## config.mk

```make
export PLATFORM = sky130hd
export DESIGN_NAME = traffic_phase_arbiter
export DESIGN_NICKNAME = d
export VERILOG_FILES = /design/src/rtl/traffic_phase_arbiter.sv
export SDC_FILE = /design/constraint.sdc
export NUM_CORES = 1
export LEC_CHECK = 0
export CAP_MARGIN = 20
export CORE_MARGIN = 2
export CORE_UTILIZATION = 30
export DETAILED_ROUTE_END_ITERATION = 8
export GPL_ROUTABILITY_DRIVEN = 0
export PLACE_DENSITY = 0.44
export SYNTH_ARGS = -nofsm -noshare
export SYNTH_HDL_FRONTEND = slang
export SYNTH_SLANG_ARGS = --single-unit
```

## constraint.sdc

```tcl
create_clock -name clk -period 3.95 [get_ports clk]
set_clock_uncertainty 0.1 [all_clocks]
set_input_delay 0.79 -clock clk [delete_from_list [all_inputs] [get_ports clk]]
set_output_delay 0.79 -clock clk [all_outputs]
set_load 0.03 [all_outputs]
```

## src/rtl/traffic_phase_arbiter.sv

```systemverilog
// Actuated phase controller for a T-intersection: main road rests green, side and pedestrian calls latched and granted round-robin.
// Lamps decode directly from the state register; phase timing runs off a free-running prescaled tick.
module traffic_phase_arbiter #(
  parameter int TICK_DIV  = 100_000_000,
  parameter int MIN_GREEN = 5,
  parameter int MAX_GREEN = 20,
  parameter int YELLOW    = 3,
  parameter int ALL_RED   = 1,
  parameter int WALK      = 6
) (
  input  logic       clk,
  input  logic       reset_n,
  input  logic       side_req,
  input  logic       ped_req,
  output logic       main_red,
  output logic       main_yellow,
  output logic       main_green,
  output logic       side_red,
  output logic       side_yellow,
  output logic       side_green,
  output logic       walk,
  output logic       side_pending,
  output logic       ped_pending,
  output logic [2:0] phase
);

  localparam int TW = $clog2(TICK_DIV);
  localparam logic [TW-1:0] TICK_LAST = TW'(TICK_DIV - 1);

  localparam logic [7:0] MIN_GREEN_M1 = 8'(MIN_GREEN - 1);
  localparam logic [7:0] MAX_GREEN_M1 = 8'(MAX_GREEN - 1);
  localparam logic [7:0] YELLOW_M1    = 8'(YELLOW - 1);
  localparam logic [7:0] ALL_RED_M1   = 8'(ALL_RED - 1);
  localparam logic [7:0] WALK_M1      = 8'(WALK - 1);

  localparam logic GRANT_SIDE = 1'b0;
  localparam logic GRANT_PED  = 1'b1;

  typedef enum logic [2:0] {
    ST_MAIN_GREEN  = 3'd0,
    ST_MAIN_YELLOW = 3'd1,
    ST_MAIN_CLEAR  = 3'd2,
    ST_SIDE_GREEN  = 3'd3,
    ST_SIDE_YELLOW = 3'd4,
    ST_SIDE_CLEAR  = 3'd5,
    ST_PED_WALK    = 3'd6,
    ST_PED_CLEAR   = 3'd7
  } state_t;

  state_t        state;
  state_t        state_nxt;
  logic [TW-1:0] tick_cnt;
  logic          tick;
  logic [7:0]    timer;
  logic          last_grant;
  logic          enter_side;
  logic          enter_ped;

  assign tick       = (tick_cnt == TICK_LAST);
  assign enter_side = (state_nxt == ST_SIDE_GREEN) && (state != ST_SIDE_GREEN);
  assign enter_ped  = (state_nxt == ST_PED_WALK) && (state != ST_PED_WALK);
  assign phase      = state;

  // Free-running prescaler; state changes never restart it, so every
  // timed interval is an exact multiple of TICK_DIV cycles.
  always_ff @(posedge clk) begin
    if (!reset_n) begin
      tick_cnt <= '0;
    end else if (tick) begin
      tick_cnt <= '0;
    end else begin
      tick_cnt <= tick_cnt + TW'(1);
    end
  end

  always_ff @(posedge clk) begin
    if (!reset_n) begin
      state <= ST_MAIN_GREEN;
    end else begin
      state <= state_nxt;
    end
  end

  always_ff @(posedge clk) begin
    if (!reset_n) begin
      timer <= 8'd0;
    end else if (state_nxt != state) begin
      timer <= 8'd0;
    end else if (tick && (timer != 8'hFF)) begin
      timer <= timer + 8'd1;
    end
  end

  // Clear wins over a request arriving in the grant cycle.
  always_ff @(posedge clk) begin
    if (!reset_n) begin
      side_pending <= 1'b0;
      ped_pending  <= 1'b0;
      last_grant   <= GRANT_PED;
    end else begin
      if (enter_side) begin
        side_pending <= 1'b0;
      end else if (side_req) begin
        side_pending <= 1'b1;
      end
      if (enter_ped) begin
        ped_pending <= 1'b0;
      end else if (ped_req) begin
        ped_pending <= 1'b1;
      end
      if (enter_side) begin
        last_grant <= GRANT_SIDE;
      end else if (enter_ped) begin
        last_grant <= GRANT_PED;
      end
    end
  end

  always_comb begin
    state_nxt = state;
    case (state)
      ST_MAIN_GREEN: begin
        if (tick && (timer >= MIN_GREEN_M1) && (side_pending || ped_pending)) begin
          state_nxt = ST_MAIN_YELLOW;
        end
      end
      ST_MAIN_YELLOW: begin
        if (tick && (timer == YELLOW_M1)) begin
          state_nxt = ST_MAIN_CLEAR;
        end
      end
      ST_MAIN_CLEAR: begin
        if (tick && (timer == ALL_RED_M1)) begin
          if (side_pending && ped_pending) begin
            state_nxt = (last_grant == GRANT_PED) ? ST_SIDE_GREEN : ST_PED_WALK;
          end else if (side_pending) begin
            state_nxt = ST_SIDE_GREEN;
          end else if (ped_pending) begin
            state_nxt = ST_PED_WALK;
          end else begin
            state_nxt = ST_MAIN_GREEN;
          end
        end
      end
      ST_SIDE_GREEN: begin
        if (tick && (((timer >= MIN_GREEN_M1) && (!side_req || ped_pending)) ||
                     (timer == MAX_GREEN_M1))) begin
          state_nxt = ST_SIDE_YELLOW;
        end
      end
      ST_SIDE_YELLOW: begin
        if (tick && (timer == YELLOW_M1)) begin
          state_nxt = ST_SIDE_CLEAR;
        end
      end
      ST_SIDE_CLEAR: begin
        if (tick && (timer == ALL_RED_M1)) begin
          state_nxt = ST_MAIN_GREEN;
        end
      end
      ST_PED_WALK: begin
        if (tick && (timer == WALK_M1)) begin
          state_nxt = ST_PED_CLEAR;
        end
      end
      ST_PED_CLEAR: begin
        if (tick && (timer == ALL_RED_M1)) begin
          state_nxt = ST_MAIN_GREEN;
        end
      end
      default: state_nxt = ST_MAIN_GREEN;
    endcase
  end

  always_comb begin
    main_red    = 1'b0;
    main_yellow = 1'b0;
    main_green  = 1'b0;
    side_red    = 1'b0;
    side_yellow = 1'b0;
    side_green  = 1'b0;
    walk        = 1'b0;
    case (state)
      ST_MAIN_GREEN: begin
        main_green = 1'b1;
        side_red   = 1'b1;
      end
      ST_MAIN_YELLOW: begin
        main_yellow = 1'b1;
        side_red    = 1'b1;
      end
      ST_SIDE_GREEN: begin
        side_green = 1'b1;
        main_red   = 1'b1;
      end
      ST_SIDE_YELLOW: begin
        side_yellow = 1'b1;
        main_red    = 1'b1;
      end
      ST_PED_WALK: begin
        walk     = 1'b1;
        main_red = 1'b1;
        side_red = 1'b1;
      end
      default: begin
        main_red = 1'b1;
        side_red = 1'b1;
      end
    endcase
  end

endmodule

```

==> metrics, run 1 <==
Die Ht 89.8 um; Initial Utilization 30.8%; Die W approximately 90 um; # resized after CTS 0; Req. time, crit path 3060 ps; count of final hold-check violations 0; H-tree depth 2; Worst Setup SP phase[2]; FMAX 350 MHz; worst setup margin 1090 ps; Critical Path Source Type flip-flop; critical path type reg -> out; Synthesis Warnings 0; nets@finish between 200 and 300; register area share after synthesis between 30% and 40%; Synth top area share 37.1%; IO Count 16; Area growth syn-to-layout 15.8%; mean post-synth cell area ~8.5 um2; Worst R2R Start tick_cnt[19]; post-synth cell types 43; Worst Path Arrival 1970 ps; Post-synth EDFFs 0; status completed; IO Port Bufs 15; DP Wirelength 3.58 mm; hold crit path type reg -> reg; Core ar. 7180 um2; largest net degree at the start of global routing 26; fin crit share 72.3%; Post-synth top flop dfxtp_1; Max VDD drop 0.000149 V; Crit. End Element output port; Clock Pin Slew Worst Setup and Hold Paths ~80 ps; Max-slew headroom roughly 43%; vias in the first global route 1,821; # clock sinks 41; synthesized instance count 260; CTS tree yes; CTS root buffer clkbuf_8; Antenna diodes 0; Setup Viol. Count Final 0; most common cell after layout, fill and taps aside dfxtp_1; Placed Cells 365; standard-cell rows 31; drt pass-1 iters 4; worst slack at placement 1270 ps; Routed wire per std cell 13.2 um; first-pass GRT wire length 8.67 mm; largest cells by area after synthesis dfxtp_1 (37%), xor2_1 (7.1%), nor2_1 (6.8%); area of placed instances roughly 2400 um2; mapped cell area 2210 um2; layout cells sized above 1 7.30%; Via Count 1,835; Die ar. approximately 8000 um2; power per cell area roughly 310 nW/um2; postcts setup bufs 0; synthesized flop and latch total 41; crit path max fanout 10; commonest cells after routing, fill and taps aside dfxtp_1 (41), nor2_1 (40), nand2_1 (21), xor2_1 (18), clkdlybuf4s50_1 (15); number of remaining DRC errors 0; Async SR Flop Fraction 0%; GRT Overall Usage 12.9%; cell area after layout 2560 um2; Worst R2R Setup Slack roughly 1500 ps; slew at the pin closest to its max-slew limit 851 ps; Mapped Nets 269; max-slew violation count 0; Routed Antenna Nets 0; Synth area leader dfxtp_1; CTS max path bufs 2; hold_buf cts 0; Max-Cap Viols 0; Post-Route WL about 4.9 mm; 1st-iter DRT viols 51; Leak 0.890 nW; vias per std cell 4.92; Setup TNS 0 ps; grt ovf 0; post-route insts no fill 373; RSZ-0062 raised after global routing no; Worst-Skew Late Latency 290 ps; Hold Path Origin tick_cnt[0]; initial antenna violation count 0; Util after Layout between 30% and 40%; Tmin final about 2900 ps; total CTS buffers 5
==> through the flow <==
step | power [W] | hold slack (ps)
floorplan | 0.000447 | 313
global placement | 0.000458 | 325
detailed placement | 0.000458 | 335
CTS | 0.000809 | 353
global route | 0.000831 | 375
finish | 0.000799 | 344
==> critical path: stages, from the launching register on <==
cell and delay [ps]:
dfxtp_1 510, nor3b_1 410, clkdlybuf4s50_1 760
==> power by group <==
part           total (W)  switching (W)  internal (W)  leakage (nW)
logic          0.0000271      0.0000158     0.0000113         0.500
clock network   0.000351       0.000145      0.000206        0.0585
registers       0.000420     0.00000344      0.000417         0.331
==> metal layers <==
metal  vias up  global-route usage, %  share of wire, %
met3         7                   2.85               3.1
li1        946                      -                 -
met4         0                   3.59               1.1
met2        29                   21.3                46
met5         -                      0                 0
met1       853                   16.9                49
==> worst paths after layout <==
check / end / depth (start not counted)
min reg2reg: tick_cnt[0] / 1
min: tick_cnt[0] / 1
max reg2reg: tick_cnt[21] / 5
max: side_yellow / 2
==> Yosys cell counts (5+ instances only) <==
master   count
a21oi_1      6
and2_1       6
and3_1       9
and4_1       7
buf_2        5
dfxtp_1     41
ha_1         5
inv_1        8
nand2_1     21
nand3_1      9
nand4_1     14
nor2_1      40
nor3_1      14
o21ai_0      6
xnor2_1     14
xor2_1      18
==> state kept, by name (all words and copies together) (netlist names) <==
signal and flops:
phase 3, timer 8, tick_cnt 27, side_pending 1, ped_pending 1, last_grant 1
==> final cells by class <==
class / count / area [um2]
tap: 99 / 124
clock inverter: 1 / 30.0
fill: 766 / 4620
timing repair buffer: 15 / 150
multi-input combinational: 202 / 1320
inverter: 8 / 30.0
clock buffer: 7 / 86.3
sequential: 41 / 821
==> cell families after synthesis <==
| kind of cell | after synthesis | share of synthesized area, % |
|---|---|---|
| flip-flops | 41 | 37.1 |
| adder cells (fa/ha/maj) | 5 | 2.83 |
| AND/OR/NAND/NOR | 141 | 35.6 |
| AO/OA/AOI/OAI | 24 | 8.49 |
| buffers and inverters | 17 | 3.23 |
| XOR/XNOR | 32 | 12.7 |
Note: power is estimated with default switching activity, not from simulation.
==> run 2, diff against run 1 <==
--- a/config.mk
+++ b/config.mk
@@ -10,7 +10,7 @@
 export CORE_UTILIZATION = 30
 export DETAILED_ROUTE_END_ITERATION = 8
 export GPL_ROUTABILITY_DRIVEN = 0
-export PLACE_DENSITY = 0.44
+export PLACE_DENSITY = 0.46
 export SYNTH_ARGS = -nofsm -noshare
 export SYNTH_HDL_FRONTEND = slang
 export SYNTH_SLANG_ARGS = --single-unit
==> constraint.sdc (replaced) <==
create_clock -name clk -period 2.6 [get_ports clk]
set_clock_uncertainty 0.1 [all_clocks]
set_input_delay 0.52 -clock clk [delete_from_list [all_inputs] [get_ports clk]]
set_output_delay 0.52 -clock clk [all_outputs]
set_load 0.03 [all_outputs]
==> metrics, run 2 (synthesis gave the netlist of run 1 again) <==
fillers 749 (-2.2%); H-tree depth 2 (unchanged); area of the multi-input gates 1320 um2 (+0.38%); Die W 89.8 um (unchanged); Clock Pin Slew Worst Setup and Hold Paths 80 ps (about the same); largest net degree at the start of global routing 26 (unchanged); area of placed instances 2500 um2 (+2.4%); CTS max path bufs 2 (unchanged); grt ovf 0 (unchanged); IO Port Bufs 15 (unchanged); Core ar. 7180 um2 (unchanged); Worst-Skew Late Latency 310 ps (+20 ps); Die ar. 8070 um2 (unchanged); hold_buf cts 0 (unchanged); Die Ht 89.8 um (unchanged); DP Wirelength 3.65 mm (+2.1%); Largest Register tick_cnt; crit path max fanout 8 (-2); Register Area 823 um2 (+0.30%); post-route insts no fill 380 (+1.9%); Worst path slowest cell clkdlybuf4s50_1; max reg flops 27 (unchanged); status completed; Antenna diodes 0 (unchanged); Max-Cap Viols 0 (unchanged); CTS tree yes; Setup Viol. Count Final 0 (unchanged); first-pass GRT wire length 8.41 mm (-2.9%); R2R depth 6 (+1); Crit. End Element output port; nets@finish 289 (+2.5%); slew at the pin closest to its max-slew limit 596 ps (-255 ps); # clock sinks 41 (unchanged); fin crit share 94.0%; Cell Chain, Critical Path nand3b_1 -> inv_1 -> clkdlybuf4s50_1; Post-Route WL 4.91 mm (-0.49%); CTS root buffer clkbuf_8; critical path type reg -> out; vias per std cell 4.83 (-1.9%); Util after Layout 36.5% (+0.89 points); layout cells sized above 1 11.0% (+3.7 points); hold crit path type reg -> reg; drt pass-1 iters 4 (unchanged); cell area after layout 2620 um2 (+2.5%); Setup TNS 0 ps (unchanged); Max VDD drop 0.000200 V (+35%); Max-slew headroom 59.9% (+17 points); Placed Cells 372 (+1.9%); count of final hold-check violations 0 (unchanged); Routed Antenna Nets 0 (unchanged); Via Count 1,834 (-0.054%); Worst Path Arrival 1820 ps (-150 ps); Initial Utilization 30.8% (unchanged); Req. time, crit path 1980 ps (-1080 ps); GRT Overall Usage 12.8% (-0.026 points); 1st-iter DRT viols 25 (-51%); Tmin final 2440 ps; IO Count 16 (unchanged); number of remaining DRC errors 0 (unchanged); slowest stage delay, CP 690 ps (-70 ps); power per cell area 472 nW/um2 (+51%); hold path depth 1 (unchanged); standard-cell rows 31 (unchanged); Critical Path Source Type flip-flop; initial antenna violation count 0 (unchanged); max-slew violation count 0 (unchanged); most common cell after layout, fill and taps aside nor2_1; total CTS buffers 5 (unchanged); RSZ-0062 raised after global routing no; Leak 0.931 nW (+4.6%); Area growth syn-to-layout 18.7%; Routed wire per std cell 12.9 um (-2.3%); vias in the first global route 1,759 (-3.4%); FMAX 409 MHz; commonest cells after routing, fill and taps aside nor2_1 (40), dfxtp_1 (39), nand2_1 (21), xor2_1 (18), clkdlybuf4s50_1 (15)
run 2: cell types whose count changed in the layout (fill, tap and decap cells not counted):
cell        previous run  this run
dfxtp_1               41        39
buf_4                  0         7
nor3b_1                1         0
dfxtp_2                0         2
nor3b_2                0         1
clkbuf_1               1         0
clkinvlp_4             0         1
run 2: worst max-delay path, delay by kind of cell, from the launching register on:
kind                   cells  cell delay (ps)
AND/OR/NAND/NOR            1              180
buffers and inverters      2              840
flip-flops                 1              500
run 2: power by group:
group | leakage, nW | internal (W) | switching (W) | total [W]
clock network | 0.0574 | 0.000312 | 0.000244 | 0.000557
logic | 0.541 | 0.0000183 | 0.0000239 | 0.0000422
registers | 0.332 | 0.000633 | 0.00000507 | 0.000639
total | 0.931 | 0.000964 | 0.000273 | 0.00124
run 2: metrics by stage:
step / hold WS, ps / total power (W) / worst slack (ps)
5_1_grt: 389 / 0.00128 / 65.6
4_1_cts: 352 / 0.00125 / 48.1
6_report: 349 / 0.00124 / 155
3_3_place_gp: 331 / 0.000697 / 204
3_5_place_dp: 335 / 0.000697 / 207
2_1_floorplan: 313 / 0.000680 / 391
run 2: final timing paths:
check,endpoint,slack (ps),start
worst max-delay path,side_green,160,phase[1]
worst min-delay path,tick_cnt[0],350,tick_cnt[0]
worst max register to register,ped_pending,250,timer[3]
worst min register to register,tick_cnt[0],350,tick_cnt[0]
run 2: what timing repair did:
item,in CTS,in global routing
gates resized for setup,0,2
setup buffers,0,0
setup endpoints to repair,0,3
run 2: cell type report:
| type | count | share of cell area [%] |
|---|---|---|
| multi-input cells | 202 | 50.4 |
| clock buffers | 6 | 3.15 |
| clock inverters | 2 | 1.43 |
| flip-flops and latches | 41 | 31.4 |
| repair buffers | 22 | 7.73 |
| inverters | 8 | 1.15 |
| well taps | 99 | 4.72 |
run 2: layer usage:
| metal | vias up | GRT usage, % | wire (um) |
|---|---|---|---|
| met3 | 12 | 2.93 | 126 |
| li1 | 956 | - | - |
| met4 | 0 | 6.28 | 138 |
| met5 | - | 0 | 0 |
| met2 | 26 | 19.6 | 2220 |
| met1 | 840 | 17.1 | 2430 |
